**src/rtl/seq_muldiv_alu.sv**
```systemverilog
// ---------------------------------------------------------------------------
// seq_muldiv_alu
//
// Multi-cycle execute unit for the RV32M multiply/divide group. Multiplies
// with a radix-2 shift-add loop and divides with a restoring loop, both on
// operand magnitudes, then applies sign correction in a single finish cycle.
// Results leave through a valid/ready handshake and are held until consumed.
//
// Ports:
//   clk        rising-edge clock
//   rst_n      asynchronous active-low reset
//   in_valid   operation request
//   in_ready   unit can accept a request (high only in IDLE)
//   op[2:0]    funct3: 000 MUL, 001 MULH, 010 MULHSU, 011 MULHU,
//              100 DIV, 101 DIVU, 110 REM, 111 REMU
//   a, b       rs1 / rs2 operands (XLEN bits)
//   out_valid  result available
//   out_ready  consumer accepts result
//   result     operation result (XLEN bits), held between operations
//
// Optional build macro:
//   MULDIV_EARLY_OUT_EN  when defined, divide-by-zero and multiply-by-zero
//                        skip the iteration loop and finish one edge after
//                        accept. Results are unchanged.
// ---------------------------------------------------------------------------
module seq_muldiv_alu #(
    parameter int XLEN  = 32,
    parameter int CNT_W = $clog2(XLEN) + 1
) (
    input  logic            clk,
    input  logic            rst_n,
    input  logic            in_valid,
    output logic            in_ready,
    input  logic [2:0]      op,
    input  logic [XLEN-1:0] a,
    input  logic [XLEN-1:0] b,
    output logic            out_valid,
    input  logic            out_ready,
    output logic [XLEN-1:0] result
);

    typedef enum logic [1:0] {
        S_IDLE   = 2'd0,
        S_CALC   = 2'd1,
        S_FINISH = 2'd2,
        S_DONE   = 2'd3
    } state_t;

    localparam logic [XLEN-1:0] MOST_NEG = {1'b1, {(XLEN-1){1'b0}}};

    // Conditional two's-complement negation helpers.
    function automatic logic [XLEN-1:0] cond_neg(input logic [XLEN-1:0] x,
                                                 input logic neg);
        return neg ? (~x + XLEN'(1)) : x;
    endfunction

    function automatic logic [2*XLEN-1:0] cond_neg2(input logic [2*XLEN-1:0] x,
                                                    input logic neg);
        return neg ? (~x + (2*XLEN)'(1)) : x;
    endfunction

    // -----------------------------------------------------------------------
    // State
    // -----------------------------------------------------------------------
    state_t            state_q,     state_d;
    logic [CNT_W-1:0]  cnt_q,       cnt_d;
    logic [2:0]        op_q,        op_d;
    logic              sign_a_q,    sign_a_d;
    logic              sign_b_q,    sign_b_d;
    logic              div0_q,      div0_d;
    logic              ovf_q,       ovf_d;
    logic              mzero_q,     mzero_d;
    logic [XLEN-1:0]   a_q,         a_d;
    logic [XLEN-1:0]   mc_q,        mc_d;    // multiplicand / divisor magnitude
    logic [XLEN-1:0]   hi_q,        hi_d;    // product high / partial remainder
    logic [XLEN-1:0]   lo_q,        lo_d;    // multiplier bits / quotient bits
    logic              in_ready_q,  in_ready_d;
    logic              out_valid_q, out_valid_d;
    logic [XLEN-1:0]   result_q,    result_d;

    // -----------------------------------------------------------------------
    // Accept-time decode
    // -----------------------------------------------------------------------
    logic            a_signed_op;
    logic            b_signed_op;
    logic            sa_in;
    logic            sb_in;
    logic            early_out;

    // Divide ops are signed when funct3[0]=0; multiplies: a is signed unless
    // MULHU, b only for MUL/MULH.
    assign a_signed_op = op[2] ? ~op[0] : (op[1:0] != 2'b11);
    assign b_signed_op = op[2] ? ~op[0] : ~op[1];
    assign sa_in       = a_signed_op & a[XLEN-1];
    assign sb_in       = b_signed_op & b[XLEN-1];

`ifdef MULDIV_EARLY_OUT_EN
    assign early_out = op[2] ? (b == '0) : ((a == '0) || (b == '0));
`else
    assign early_out = 1'b0;
`endif

    // -----------------------------------------------------------------------
    // Iteration datapath
    // -----------------------------------------------------------------------
    logic [XLEN:0]   add_sum;
    logic [XLEN:0]   shl;
    logic [XLEN:0]   trial;

    assign add_sum = {1'b0, hi_q} + {1'b0, mc_q};
    assign shl     = {hi_q, lo_q[XLEN-1]};
    // Non-negative trial difference means the divisor fits this step; the
    // partial remainder is always below the divisor, so bit XLEN is a clean
    // borrow flag.
    assign trial   = shl - {1'b0, mc_q};

    // -----------------------------------------------------------------------
    // Finish-stage sign correction and result selection
    // -----------------------------------------------------------------------
    logic [2*XLEN-1:0] prod_fix;
    logic [XLEN-1:0]   quot_fix;
    logic [XLEN-1:0]   rem_fix;
    logic [XLEN-1:0]   fin_res;

    assign prod_fix = cond_neg2({hi_q, lo_q}, sign_a_q ^ sign_b_q);
    assign quot_fix = cond_neg(lo_q, sign_a_q ^ sign_b_q);
    assign rem_fix  = cond_neg(hi_q, sign_a_q);

    always_comb begin
        fin_res = '0;
        if (op_q[2]) begin
            if (div0_q) begin
                fin_res = op_q[1] ? a_q : '1;
            end else if (ovf_q) begin
                fin_res = op_q[1] ? '0 : a_q;
            end else begin
                fin_res = op_q[1] ? rem_fix : quot_fix;
            end
        end else if (mzero_q) begin
            fin_res = '0;
        end else if (op_q[1:0] == 2'b00) begin
            fin_res = prod_fix[XLEN-1:0];
        end else begin
            fin_res = prod_fix[2*XLEN-1:XLEN];
        end
    end

    // -----------------------------------------------------------------------
    // Next-state logic
    // -----------------------------------------------------------------------
    always_comb begin
        state_d     = state_q;
        cnt_d       = cnt_q;
        op_d        = op_q;
        sign_a_d    = sign_a_q;
        sign_b_d    = sign_b_q;
        div0_d      = div0_q;
        ovf_d       = ovf_q;
        mzero_d     = mzero_q;
        a_d         = a_q;
        mc_d        = mc_q;
        hi_d        = hi_q;
        lo_d        = lo_q;
        in_ready_d  = in_ready_q;
        out_valid_d = out_valid_q;
        result_d    = result_q;

        case (state_q)
            S_IDLE: begin
                if (in_valid && in_ready_q) begin
                    op_d       = op;
                    a_d        = a;
                    sign_a_d   = sa_in;
                    sign_b_d   = sb_in;
                    div0_d     = op[2] && (b == '0);
                    ovf_d      = op[2] && !op[0] && (a == MOST_NEG) && (b == '1);
                    mzero_d    = !op[2] && ((a == '0) || (b == '0));
                    // Multiply: mc=|a|, lo=|b| (shifted out LSB first).
                    // Divide:   mc=|b|, lo=|a| (shifted out MSB first).
                    mc_d       = op[2] ? cond_neg(b, sb_in) : cond_neg(a, sa_in);
                    lo_d       = op[2] ? cond_neg(a, sa_in) : cond_neg(b, sb_in);
                    hi_d       = '0;
                    cnt_d      = '0;
                    in_ready_d = 1'b0;
                    state_d    = early_out ? S_FINISH : S_CALC;
                end
            end

            S_CALC: begin
                if (op_q[2]) begin
                    hi_d = trial[XLEN] ? shl[XLEN-1:0] : trial[XLEN-1:0];
                    lo_d = {lo_q[XLEN-2:0], ~trial[XLEN]};
                end else begin
                    if (lo_q[0]) begin
                        hi_d = add_sum[XLEN:1];
                        lo_d = {add_sum[0], lo_q[XLEN-1:1]};
                    end else begin
                        hi_d = {1'b0, hi_q[XLEN-1:1]};
                        lo_d = {hi_q[0], lo_q[XLEN-1:1]};
                    end
                end
                cnt_d = cnt_q + 1'b1;
                if (cnt_q == CNT_W'(XLEN - 1)) begin
                    state_d = S_FINISH;
                end
            end

            S_FINISH: begin
                result_d    = fin_res;
                out_valid_d = 1'b1;
                state_d     = S_DONE;
            end

            S_DONE: begin
                if (out_ready) begin
                    out_valid_d = 1'b0;
                    in_ready_d  = 1'b1;
                    state_d     = S_IDLE;
                end
            end

            default: begin
                state_d     = S_IDLE;
                in_ready_d  = 1'b1;
                out_valid_d = 1'b0;
            end
        endcase
    end

    // -----------------------------------------------------------------------
    // Registers
    // -----------------------------------------------------------------------
    always_ff @(posedge clk or negedge rst_n) begin
        if (!rst_n) begin
            state_q     <= S_IDLE;
            cnt_q       <= '0;
            op_q        <= '0;
            sign_a_q    <= 1'b0;
            sign_b_q    <= 1'b0;
            div0_q      <= 1'b0;
            ovf_q       <= 1'b0;
            mzero_q     <= 1'b0;
            a_q         <= '0;
            mc_q        <= '0;
            hi_q        <= '0;
            lo_q        <= '0;
            in_ready_q  <= 1'b1;
            out_valid_q <= 1'b0;
            result_q    <= '0;
        end else begin
            state_q     <= state_d;
            cnt_q       <= cnt_d;
            op_q        <= op_d;
            sign_a_q    <= sign_a_d;
            sign_b_q    <= sign_b_d;
            div0_q      <= div0_d;
            ovf_q       <= ovf_d;
            mzero_q     <= mzero_d;
            a_q         <= a_d;
            mc_q        <= mc_d;
            hi_q        <= hi_d;
            lo_q        <= lo_d;
            in_ready_q  <= in_ready_d;
            out_valid_q <= out_valid_d;
            result_q    <= result_d;
        end
    end

    assign in_ready  = in_ready_q;
    assign out_valid = out_valid_q;
    assign result    = result_q;

endmodule

```
**config.mk**
```make
export PLATFORM = sky130hd
export DESIGN_NAME = seq_muldiv_alu
export DESIGN_NICKNAME = d
export VERILOG_FILES = /design/src/rtl/seq_muldiv_alu.sv
export SDC_FILE = /design/constraint.sdc
export NUM_CORES = 1
export LEC_CHECK = 0
export BUFFER_PORTS_ARGS = -buffer_cell sky130_fd_sc_hd__buf_4
export CAP_MARGIN = 5
export CORE_UTILIZATION = 58
export DETAILED_ROUTE_END_ITERATION = 12
export PLACE_DENSITY = 0.82
export SETUP_SLACK_MARGIN = 0.2
export SLEW_MARGIN = 10
export SYNTH_ARGS = -nofsm -noshare
export SYNTH_HDL_FRONTEND = slang
export SYNTH_SLANG_ARGS = --single-unit
```
**constraint.sdc**
```tcl
create_clock -name clk -period 4.4 [get_ports clk]
set_clock_uncertainty 0.2 [all_clocks]
set_input_delay 0.44 -clock clk [delete_from_list [all_inputs] [get_ports clk]]
set_output_delay 0.44 -clock clk [all_outputs]
set_load 0.02 [all_outputs]
```
### Yosys cells after proc, flatten, opt, wreduce, memory -nomap -nowiden

Index checks and enable logic that the tools add are counted.

* $add $sub $neg: 8
* equality and inequality tests: 10
* muxes and demuxes: 37
* bitwise gates (word level): 11
* reductions and logical operators: 21

Operators by type and width (number)
* $mux 32: 21
* $add 32x1->32 const B: 4
* $not 32->32: 4
* $pmux 32 s2: 2
* $add 64x1->64 const B: 1
* $eq 32x32->1 const B: 2
* $logic_not 32->1: 2
* $mux 64: 1
* $not 64->64: 1
* $add 32x32->33: 1
* $sub 33x32->33: 1
* $pmux 6 s2: 1
* $ne 2x2->1 const B: 4
* $pmux 2 s4: 1
* $add 6x1->6 const B: 1
* $eq 6x5->1 const B: 1
* $logic_and 1x1->1: 6
* $mux 2: 3
* $mux 6: 1
* $reduce_and 2->1: 3
* $reduce_and 3->1: 2
* $reduce_bool 2->1: 3
* $mux 1: 5
* $eq 2x2->1 const B: 2
* other kinds (8): 14

* flip-flop bits (word level): 178
* output and inout port bits: 34
* word-level logic and storage cells: 102

### Depth between registers and ports, before layout

* word-level depth: 7
* mapped depth: 14

### Worst setup path before layout

Ideal clock, no wire load.

* kind: flip-flop to flip-flop
* start: register hi_q[0]
* end: register hi_q[27]
* setup time: 122 ps
* arrival time: 3205 ps
* data required time: 4078 ps
* slack: 874 ps
* cell stages (with the launch flop): 14
* path buffers: 2
* cells stage by stage: dfrtp_1 -> clkbuf_1 -> inv_1 -> fa_1 -> nand2b_1 -> a211o_1 -> a21oi_1 -> o2111ai_1 -> nand3_1 -> o31a_1 -> clkbuf_1 -> nand2_1 -> or3_1 -> a32o_1

* longest elaborated chain between the ends: 4
* elaborated cells on any way between the ends: 6
* those cells by class: add/sub: 2; mux: 4

RTL lines
* from (decl): RTL line 75 `logic [XLEN-1:0] hi_q, hi_d;`
* from (signal assigned): RTL line 261 `hi_q <= hi_d;`
* $sub 33x32->33 / $add 32x32->33 (equally long branches): RTL line 115, 110
* $mux 32 (on tied branches): RTL line 191, 194
* $mux 32 *: RTL line 190 `if (op_q[2]) begin`
* $pmux 32 s2 *: RTL line 168 `case (state_q)`

Every way passes the cells marked *; elsewhere a longest branch is shown, timed or not.
A chain may end at the register's enable or synchronous reset.

### Final worst setup path

* start: register lo_q[1]
* end: register result_q[0] (netlist: result[0])

* longest elaborated chain between the ends: 6

RTL lines
* from (decl): RTL line 76 `logic [XLEN-1:0] lo_q, lo_d;`
* from (signal assigned): RTL line 262 `lo_q <= lo_d;`
* $not 64->64: RTL line 59 `return neg ? (~x + (2*XLEN)'(1)) : x;`
* $add 64x1->64: RTL line 59
* $mux 64: RTL line 59
* $mux 32: RTL line 141 `end else if (op_q[1:0] == 2'b00) begin`
* $mux 32: RTL line 139 `end else if (mzero_q) begin`
* $mux 32: RTL line 131 `if (op_q[2]) begin`
* to (signal assigned): RTL line 265 `result_q <= result_d;`
* to (decl): RTL line 79 `logic [XLEN-1:0] result_q, result_d;`

No other way between the ends.

==> metrics.csv <==
metric,value,unit
status,completed,
most frequent cells in the layout,"nand2_1, nor2_1, a21oi_1",
Die H,175,µm
area of the multi-input gates,12000,µm²
Post-CTS Setup Bufs,0,
# setup viols final,0,
vias,18800,
layout cells sized above 1,11.5,%
RSZ-0062 raised after global routing,no,
Critical Path Fanout Max,9,
first-pass GRT wire length,104,mm
Detailed Place HPWL,51.4,mm
FP Rows,63,
Nets,2448,
Critical Path End Type,flop,
max layer used,met4,
final core occ,63.9,%
ANT nets after route,0,
fmax,262,MHz
# diodes,0,
WS Path Type,reg -> reg,
Post-route DRC,0,
largest net degree at the start of global routing,87,
initial antenna violation count,0,
Routability Congestion,1.02,
wire per inst,25.4,µm
Initial DRC Count,3024,
sequential cell area fraction in the yosys report,25.5,%
asr flop ratio synth,100,%
CTS tree,built,
wire length on met1,26.0,mm
synthesized area per cell,7.60,µm²
Cell Pwr Density,946,nW/µm²
"commonest non-fill, non-tap cell in the layout",nand2_1,
worst skew pair latency,0.47,ns
setup_tns,0,ns
post-synthesis cell count,2295,
CP arrival,3.97,ns
Worst-Margin Slew,1.05,ns
vias in the first global route,17600,
Area Growth Syn to Fin,8.53,%
Crit path required time,4.55,ns
Die X,175,µm
Yosys reg bits,178,
Worst Hold Class,in -> reg,
predominant post-synthesis flop cell,dfrtp_1,
gr ovfl total,0,
Max Slew Vio Count,0,
max_cap viols,0,
CP Launch Type,flop,
Pwr Total,0.0179,W
period utilization,86.7,%
Pleak,8.10,nW
gr usage total,44.8,%
minimum clock period,3.81,ns
Vias/cell,6.97,
Syn Std Cell Area,17400,µm²
input/output buffers,104,
routed length on met3,9.08,mm
sequential cell area,4460,µm²
Core Region,29600,µm²
clk sinks,178,
Detailed Route WL,68.6,mm
DR pass1 iterations,7,
die area,30800,µm²
Syn. warnings,0,
Max-slew headroom,29.6,%
# fillers,2713,
number of synthesized flops with an enable pin,0,
Initial Utilization,58.9,%
CTS root buffer,clkbuf_16,
Clock transition at path regs,0.08,ns
Max IR drop VDD,0.000571,V
Num CTS Buffers,17,
I/O pins,105,
met2 WL,28.8,mm
Final Hold Vio Count,0,
H-tree depth,4,
CTS Buffer Depth,2,
post-synth net total,2442,
"Distinct cells, synth",83,
==> critical path, cell delays in order, from the launching register on <==
cell and delay [ns]:
dfrtp_1 0.47, inv_1 0.17, ha_1 0.24, or2b_2 0.34
nor2_1 0.17, nand4_1 0.46, nor2_1 0.71, nor2_1 0.16
xnor2_1 0.32, a211oi_1 0.16, a221o_1 0.30
==> repair_timing <==
action	in CTS	in global routing
hold buffers	2	0
setup endpoints to repair	0	4
endpoints found under the hold margin	77	0
resized for setup	0	1
==> synthesized netlist by cell type (all sizes together) (21+ instances only) <==
cell	count	area, µm²
nand2	312	1170
nor2	209	790
a21oi	207	1040
dfrtp	177	4430
o21ai	173	866
clkbuf	142	604
xor2	104	911
xnor2	98	858
ha	74	926
inv	63	236
nor3	54	270
mux2i	48	480
a21o	43	323
a211oi	40	300
o211ai	36	275
a31oi	34	213
nand3	34	175
o31ai	33	253
buf	31	159
mux2	29	327
o221ai	25	219
o22ai	25	156
nor4	22	183
or3	22	144
nand2b	21	131
nand4	21	131
==> where the power goes <==
part	switching, W	internal (W)	leakage [nW]
sequential	0.00116	0.00239	2.19
combinational	0.00796	0.00487	5.64
clock	0.000761	0.000765	0.274
==> stage by stage <==
| stage | instance area [µm²] | cells | worst slack [ns] | hold WS (ns) |
|---|---|---|---|---|
| floorplan | 17400 | 2295 | 0.874 | -0.0556 |
| global placement | 18400 | 2670 | 0.653 | 0.260 |
| detailed placement | 18400 | 2670 | 0.503 | 0.261 |
| CTS | 18900 | 2704 | 0.468 | 0.000665 |
| global route | 18900 | 2704 | 0.319 | 0.0338 |
| finish | 18900 | 2704 | 0.587 | 0.0157 |
==> registers in the layout (all words and copies together) (netlist names), 2 cells and up <==
signal   count
a_q         32
cnt_q        6
hi_q        32
lo_q        32
mc_q        32
op_q         3
result      32
state_q      2
==> worst paths after layout <==
kind / startpoint / end / slack, ns / depth (start not counted)
worst max register to register: lo_q[1] / result[0] / 0.59 / 10
min in group asynchronous: rst_n / a_q[20] / 0.37 / 2
max in group asynchronous: rst_n / div0_q / 2.68 / 3
worst min register to register: a_q[24] / a_q[24] / 0.29 / 2
worst min-delay path: a[5] / a_q[5] / 0.02 / 3
worst max-delay path: lo_q[1] / result[0] / 0.59 / 10
==> cell type report <==
cell class | count | share of cell area, %
Clock buffer | 20 | 2.41
Clock inverter | 12 | 0.502
Inverter | 66 | 1.31
Multi-Input combinational cell | 1876 | 63.1
Sequential cell | 178 | 23.5
Tap cell | 390 | 2.58
Timing Repair Buffer | 162 | 6.54
==> kinds of logic after synthesis <==
family | after synthesis | synth area share (%)
AND/OR/NAND/NOR | 773 | 20.4
multiplexers | 77 | 4.63
flip-flops | 178 | 25.5
adder cells (fa/ha/maj) | 76 | 5.54
AO/OA/AOI/OAI | 748 | 27.6
XOR/XNOR | 202 | 10.1
buffers and inverters | 241 | 6.17
==> layer usage <==
layer / global-route usage [%] / vias to the layer above
li1: - / 8322
met1: 58.6 / 8788
met2: 65.3 / 1450
met3: 11.8 / 281
met4: 28.5 / 0
met5: 0 / -
Power figures use the tool's default switching activity.
